### config.mk
export PLATFORM = sky130hd
export DESIGN_NAME = dec_to_byte
export DESIGN_NICKNAME = d
export VERILOG_FILES = /design/src/rtl/dec_pkg.sv /design/src/rtl/bcd2_to_bin.sv /design/src/rtl/dec_to_byte.sv
export SDC_FILE = /design/constraint.sdc
export NUM_CORES = 1
export LEC_CHECK = 0
export CAP_MARGIN = 40
export CORE_UTILIZATION = 25
export CTS_BUF_LIST = sky130_fd_sc_hd__clkbuf_16
export DETAILED_ROUTE_END_ITERATION = 12
export PLACE_DENSITY_LB_ADDON = 0.15
export SLEW_MARGIN = 10
export SYNTH_ARGS = -nofsm -noshare
export SYNTH_HDL_FRONTEND = slang
export SYNTH_SLANG_ARGS = --single-unit
### constraint.sdc
create_clock -name clk_in -period 8.1 [get_ports clk_in]
set_input_delay 1.215 -clock clk_in [delete_from_list [all_inputs] [get_ports clk_in]]
set_output_delay 1.215 -clock clk_in [all_outputs]
set_load 0.005 [all_outputs]
### src/rtl/dec_pkg.sv
// Shared types and constants for the BCD digit entry path.
package dec_pkg;

   typedef enum logic [1:0] {
      S_EMPTY = 2'd0,
      S_ONE   = 2'd1,
      S_TWO   = 2'd2,
      S_HOLD  = 2'd3
   } state_t;

   typedef logic [3:0] bcd_t;

   localparam int unsigned BOARD_MAX_IDX = 81;
   localparam int unsigned BCD_MAX       = 9;

endpackage

### src/rtl/bcd2_to_bin.sv
// Two BCD digits to binary (tens*10+ones via shifts), plus a legality check on one digit.
module bcd2_to_bin
   import dec_pkg::*;
#(
   parameter int unsigned WIDTH = 8
) (
   input  logic [3:0]       tens_i,
   input  logic [3:0]       ones_i,
   input  logic [3:0]       chk_i,
   output logic [WIDTH-1:0] value_o,
   output logic             legal_o
);

   assign value_o = (WIDTH'(tens_i) << 3) + (WIDTH'(tens_i) << 1) + WIDTH'(ones_i);
   assign legal_o = (chk_i <= 4'(BCD_MAX));

endmodule

### src/rtl/dec_to_byte.sv
// Collects up to two BCD digits, commits them as a range-checked byte over valid/ready,
// and echoes the partial entry for the display.
module dec_to_byte
   import dec_pkg::*;
#(
   parameter int unsigned MAX_VAL = BOARD_MAX_IDX,
   parameter int unsigned WIDTH   = 8
) (
   input  logic             clk_in,
   input  logic             rst_n_in,
   input  logic [3:0]       digit_in,
   input  logic             digit_valid_in,
   output logic             digit_ready_out,
   input  logic             enter_in,
   input  logic             clear_in,
   output logic [WIDTH-1:0] byte_out,
   output logic             byte_valid_out,
   input  logic             byte_ready_in,
   output logic             err_out,
   output logic [3:0]       entry_tens_out,
   output logic [3:0]       entry_ones_out,
   output logic [1:0]       entry_count_out
);

   state_t           state_q, state_d;
   bcd_t             tens_q, tens_d, ones_q, ones_d;
   bcd_t             tens_n, ones_n;
   logic [1:0]       cnt_q, cnt_d;
   logic [WIDTH-1:0] byte_q, byte_d;
   logic             err_q, err_d;

   logic             digit_rdy;
   logic             digit_acc;
   logic             digit_legal;
   logic             dig_take;
   logic             commit_req;
   logic             in_range;
   logic [WIDTH-1:0] value;

   assign digit_rdy  = (state_q == S_EMPTY) || (state_q == S_ONE);
   assign digit_acc  = digit_valid_in && digit_rdy;
   assign in_range   = (value <= WIDTH'(MAX_VAL));
   assign commit_req = enter_in && !clear_in && (state_q != S_HOLD) &&
                       ((state_q != S_EMPTY) || dig_take);

   // Digit set as it stands after any digit taken this cycle; enter sees this view.
   always_comb begin
      tens_n   = tens_q;
      ones_n   = ones_q;
      dig_take = 1'b0;
      if (digit_acc && digit_legal && !clear_in) begin
         dig_take = 1'b1;
         tens_n   = (state_q == S_ONE) ? ones_q : bcd_t'(0);
         ones_n   = digit_in;
      end
   end

   bcd2_to_bin #(
      .WIDTH (WIDTH)
   ) u_conv (
      .tens_i  (tens_n),
      .ones_i  (ones_n),
      .chk_i   (digit_in),
      .value_o (value),
      .legal_o (digit_legal)
   );

   always_ff @(posedge clk_in or negedge rst_n_in) begin
      if (!rst_n_in) state_q <= S_EMPTY;
      else           state_q <= state_d;
   end

   always_comb begin
      state_d = state_q;
      if (clear_in) begin
         state_d = S_EMPTY;
      end else begin
         case (state_q)
            S_EMPTY, S_ONE, S_TWO: begin
               if (commit_req)    state_d = in_range ? S_HOLD : S_EMPTY;
               else if (dig_take) state_d = (state_q == S_EMPTY) ? S_ONE : S_TWO;
            end
            S_HOLD: begin
               if (byte_ready_in) state_d = S_EMPTY;
            end
            default: state_d = S_EMPTY;
         endcase
      end
   end

   // Datapath next values: echoes, committed byte and error pulse.
   always_comb begin
      tens_d = tens_q;
      ones_d = ones_q;
      cnt_d  = cnt_q;
      byte_d = byte_q;
      err_d  = 1'b0;
      if (clear_in) begin
         tens_d = '0;
         ones_d = '0;
         cnt_d  = '0;
      end else begin
         if (digit_acc && !digit_legal) err_d = 1'b1;
         if (dig_take) begin
            tens_d = tens_n;
            ones_d = ones_n;
            cnt_d  = cnt_q + 2'd1;
         end
         if (commit_req) begin
            if (in_range) begin
               byte_d = value;
            end else begin
               err_d  = 1'b1;
               tens_d = '0;
               ones_d = '0;
               cnt_d  = '0;
            end
         end
         if ((state_q == S_HOLD) && byte_ready_in) begin
            tens_d = '0;
            ones_d = '0;
            cnt_d  = '0;
         end
      end
   end

   always_ff @(posedge clk_in or negedge rst_n_in) begin
      if (!rst_n_in) begin
         tens_q <= '0;
         ones_q <= '0;
         cnt_q  <= '0;
         byte_q <= '0;
         err_q  <= 1'b0;
      end else begin
         tens_q <= tens_d;
         ones_q <= ones_d;
         cnt_q  <= cnt_d;
         byte_q <= byte_d;
         err_q  <= err_d;
      end
   end

   assign digit_ready_out = digit_rdy;
   assign byte_out        = byte_q;
   assign byte_valid_out  = (state_q == S_HOLD);
   assign err_out         = err_q;
   assign entry_tens_out  = tens_q;
   assign entry_ones_out  = ones_q;
   assign entry_count_out = cnt_q;

endmodule

==> qor.csv <==
stage;metric;value;unit
place;pre-CTS setup slack;2.83;ns
floorplan;DIE AREA;5730;um^2
floorplan;core area;5170;um^2
logic_synthesis;Synth Area in Compound Gates;17.1;%
logic_synthesis;Synth Register Bits;21;
place;hpwl dp;2.65;mm
global_route;met3 GRT Util;2.38;%
hold_path;Hold/Removal Path Class;reg -> reg;
place;Post-Place Cells;224;
global_route;vias in the first global route;1166;
floorplan;Die Ht;75.7;um
run_status;status;complete, no violations;
timing;slew margin rel.;52.4;%
logic_synthesis;synth warn;0;
timing;Worst Max-Slew Pin Slew;0.714;ns
layout;fill count;532;
global_route;pin count of the biggest net entering global routing;14;
logic_synthesis;Seq/Total Area, Yosys;38.7;%
global_route;met2 Track Usage GR;20.8;%
power_and_ir_drop;Switching Power;0.0784;mW
timing;clock skew;0.00161;ns
routing;WL/cell;14.8;um
logic_synthesis;Mapped Area;1360;um^2
timing;fin worst setup slack;3.08;ns
clock_network;clk sinks;21;
critical_path;CP max stage delay;0.56;ns
global_route;first-pass GRT wire length;5.58;mm
clock_network;CTS HTree Levels;1;
timing;Fin. Hold Viols;0;
critical_path;worst-path maximum fanout;13;
timing;Max Slew Vio Count;0;
logic_synthesis;Adder-Cell Fraction of Synth Area;7.93;%
critical_path;Setup CP Type;in -> reg;
global_route;GRT Residual Overflow;0;
global_route;GRT Total Usage;13.2;%
critical_path;crit path buf inv count;1;
logic_synthesis;Syn Area/Cell;10.7;um^2
critical_path;Worst setup EP type;flip-flop;
clock_network;# resized after CTS;0;
logic_synthesis;post-synthesis mux area share;9.86;%
timing;fin crit share;62.0;%
layout;Sequential Area;526;um^2
global_route;met1 global-route usage;18.4;%
logic_synthesis;Synth Area in XOR/XNOR;5.16;%
clock_network;Max Root-Sink Buffers;2;
clock_network;Hold-fix buffers, CTS;0;
critical_path;Worst path slowest cell;clkdlybuf4s50_1;
critical_path;worst path cell trace;clkdlybuf4s50_1 > nor3b_4 > nand2_1 > o21ai_0 > ha_1 > ha_1 > fa_1 > nor2_1 > nand3_1 > o211a_1 > o22ai_2 > and2_4 > mux2_4;
logic_synthesis;main combinational cell family by area after synthesis;simple AND/OR/NAND/NOR gates;
layout;Antenna Cells;0;
power_and_ir_drop;Internal;0.221;mW
floorplan;number of cell rows;26;
place;Port Buffers;30;
timing;Setup TNS Final;0;ns
floorplan;IO Pins;31;
layout;area grow syn2layout;33.3;%
layout;Multi-input gate area;786;um^2
clock_network;cts bufs inserted;3;
critical_path;Critical Path AT;5.16;ns
layout;Final Non-Filler Cells;228;
clock_network;Clock Root Buffer;clkbuf_16;
routing;starting DRC count in detailed routing;61;
power_and_ir_drop;IR drop worst, VDD;67.4;uV
routing;drt via density;4.72;
layout;Total Nets Final;177;
clock_network;total setup buffers inserted after CTS;0;
power_and_ir_drop;Leak;0.861;nW
logic_synthesis;syn_nets;145;
logic_synthesis;simple-gate share of the synthesized area;17.9;%
routing;Pre-Repair DR Iteration Count;4;
clock_network;CTS tree;built;
layout;Post-Layout Inst Area;1810;um^2
place;GP Congestion;0.827;
logic_synthesis;post-synth cell types;40;
power_and_ir_drop;combinational share of power;23.0;%
global_route;busiest grt layer;met2;
power_and_ir_drop;power share of the clock group;35.8;%
timing;RSZ-0062 raised after global routing;false;
routing;Routed Antenna Nets;0;
critical_path;Critical Path Start Type;input pin;
clock_network;Worst-path clk slew;0.06;ns
flow_run;Max-Cap Viols;0;
clock_network;Clock Latency Late Sink;0.25;ns
critical_path;most used cell, CP;ha_1;
timing;fmax;199;MHz
global_route;initial antenna violation count;0;
routing;post-route DRC violation count;0;
critical_path;slack of the worst reg-to-reg path;4.15;ns
floorplan;Die X;75.7;um
critical_path;WP data required;8.24;ns
critical_path;CP top delay family;simple AND/OR/NAND/NOR gates;
timing;endpoints failing setup;0;
power_and_ir_drop;sw frac;26.2;%
floorplan;Starting Density;26.2;%
logic_synthesis;Synth Instances;127;
power_and_ir_drop;Flop pwr share;41.2;%
routing;Vias;1077;
layout;share of post-route cells with drive strength above 1;14.6;%
timing;min Tclk post-route;5.02;ns
power_and_ir_drop;total power;0.299;mW
power_and_ir_drop;power per cell area;166;nW/um^2
place;Placed Area;1730;um^2
routing;final wirelength;3.37;mm
==> registers in the layout (all words and copies together) (netlist names) <==
register         cells
byte_out             8
entry_ones_out       4
entry_tens_out       4
entry_count_out      2
state_q              2
err_out              1
==> layout make-up <==
type,instances,share of cell area [%]
flip-flops and latches,21,29.0
clock inverters,1,0.277
well taps,70,4.84
inverters,4,0.830
repair buffers,31,17.4
clock buffers,3,4.15
multi-input cells,98,43.4
==> through the flow <==
stage / hold slack, ns / utilization, %
3_5_place_dp: 0.493 / 33.4
6_report: 0.502 / 35.0
3_3_place_gp: 0.498 / 33.1
4_1_cts: 0.508 / 35.0
2_1_floorplan: 0.488 / -
5_1_grt: 0.542 / 35.0
==> per-layer routing <==
layer | share of wire (%) | routed length [um] | vias to the layer above
met5 | 0 | 0 | -
met3 | 4.5 | 153 | 4
met4 | 0.86 | 29 | 0
met1 | 51 | 1730 | 523
met2 | 43 | 1460 | 28
li1 | - | - | 522
==> synth_stat cells <==
master    count  share of area, %
o21ai_2       1              0.65
xnor2_1       5               3.2
o211a_1       2               1.5
mux2_2        3               2.5
buf_1         1              0.28
fa_1          1               1.5
nand2_1       9               2.5
mux2_4        6               6.6
and3_1        8               3.7
or3b_4        1              0.83
buf_2         1              0.37
a31oi_1       1              0.46
o21bai_1      3               1.7
xor2_1        3               1.9
buf_6         2               1.7
nor2b_1       2              0.92
nor3b_4       1               1.4
and2_4        1              0.65
a211oi_2      1              0.92
nand3b_1      1              0.55
mux2i_1       1              0.74
nor2_1       10               2.8
nand4b_1      1              0.65
ha_1          7               6.5
o211ai_1      2               1.1
a21oi_1      11               4.1
nand3_1       2              0.74
o21ai_4       1               1.2
o32a_1        1              0.74
inv_1         4               1.1
a211o_1       1              0.65
dfrtp_1      21                39
nand4_2       1              0.92
o22a_1        1              0.65
a21o_1        2               1.1
o21ai_0       1              0.37
and2b_2       1              0.65
nor3b_1       3               1.7
o21a_1        2               1.1
o22ai_2       1              0.92
==> power groups by stage <==
stage          logic [mW]  clock network (mW)  registers (mW)
2_1_floorplan      0.0408                   0           0.121
6_report           0.0689               0.107           0.123
3_5_place_dp       0.0692                   0           0.125
3_3_place_gp       0.0689                   0           0.125
4_1_cts            0.0696               0.110           0.124
5_1_grt            0.0757               0.115           0.125
==> cell families (layout without fill, tap and decap cells) <==
logic type | count (synthesis) | in the layout
AOI/OAI and AO/OA | 31 | 31
xor gates and xnor gates | 8 | 8
adders and majority gates | 8 | 8
buffers and inverters | 8 | 39
DFF | 21 | 21
muxes | 10 | 10
and+or+nand+nor | 41 | 41
==> worst register-to-register path: stages (launching register included) <==
cell and delay (ns):
dfrtp_1 0.48, nor3b_4 0.30, nand2_1 0.34, o21ai_0 0.43
ha_1 0.30, ha_1 0.23, fa_1 0.45, nor2_1 0.15
nand3_1 0.10, o211a_1 0.26, o22ai_2 0.18, and2_4 0.29
mux2_4 0.32
==> placed cells by master (no fill, tap or decap), types with 2 or more instances in the layout <==
master / instances
clkdlybuf4s50_1: 30
dfrtp_1: 21
a21oi_1: 11
nor2_1: 10
nand2_1: 9
and3_1: 8
ha_1: 7
mux2_4: 6
xnor2_1: 5
inv_1: 4
xor2_1: 3
mux2_2: 3
o21bai_1: 3
nor3b_1: 3
clkbuf_16: 3
o21a_1: 2
a21o_1: 2
o211a_1: 2
nand3_1: 2
o211ai_1: 2
nor2b_1: 2
==> final timing paths <==
| check | startpoint | depth (start not counted) | to |
|---|---|---|---|
| worst max-delay path | clear_in | 13 | byte_out[3]$_DFFE_PN0P_ |
| worst max register to register | state_q[1]$_DFFE_PN0P_ | 12 | byte_out[3]$_DFFE_PN0P_ |
| worst min-delay path | byte_out[7]$_DFFE_PN0P_ | 1 | byte_out[7]$_DFFE_PN0P_ |
| worst min register to register | byte_out[7]$_DFFE_PN0P_ | 1 | byte_out[7]$_DFFE_PN0P_ |
| max in group asynchronous | rst_n_in | 2 | entry_tens_out[2]$_DFF_PN0_ |
| min in group asynchronous | rst_n_in | 1 | state_q[1]$_DFFE_PN0P_ |
Note: power is estimated with default switching activity, not from simulation.
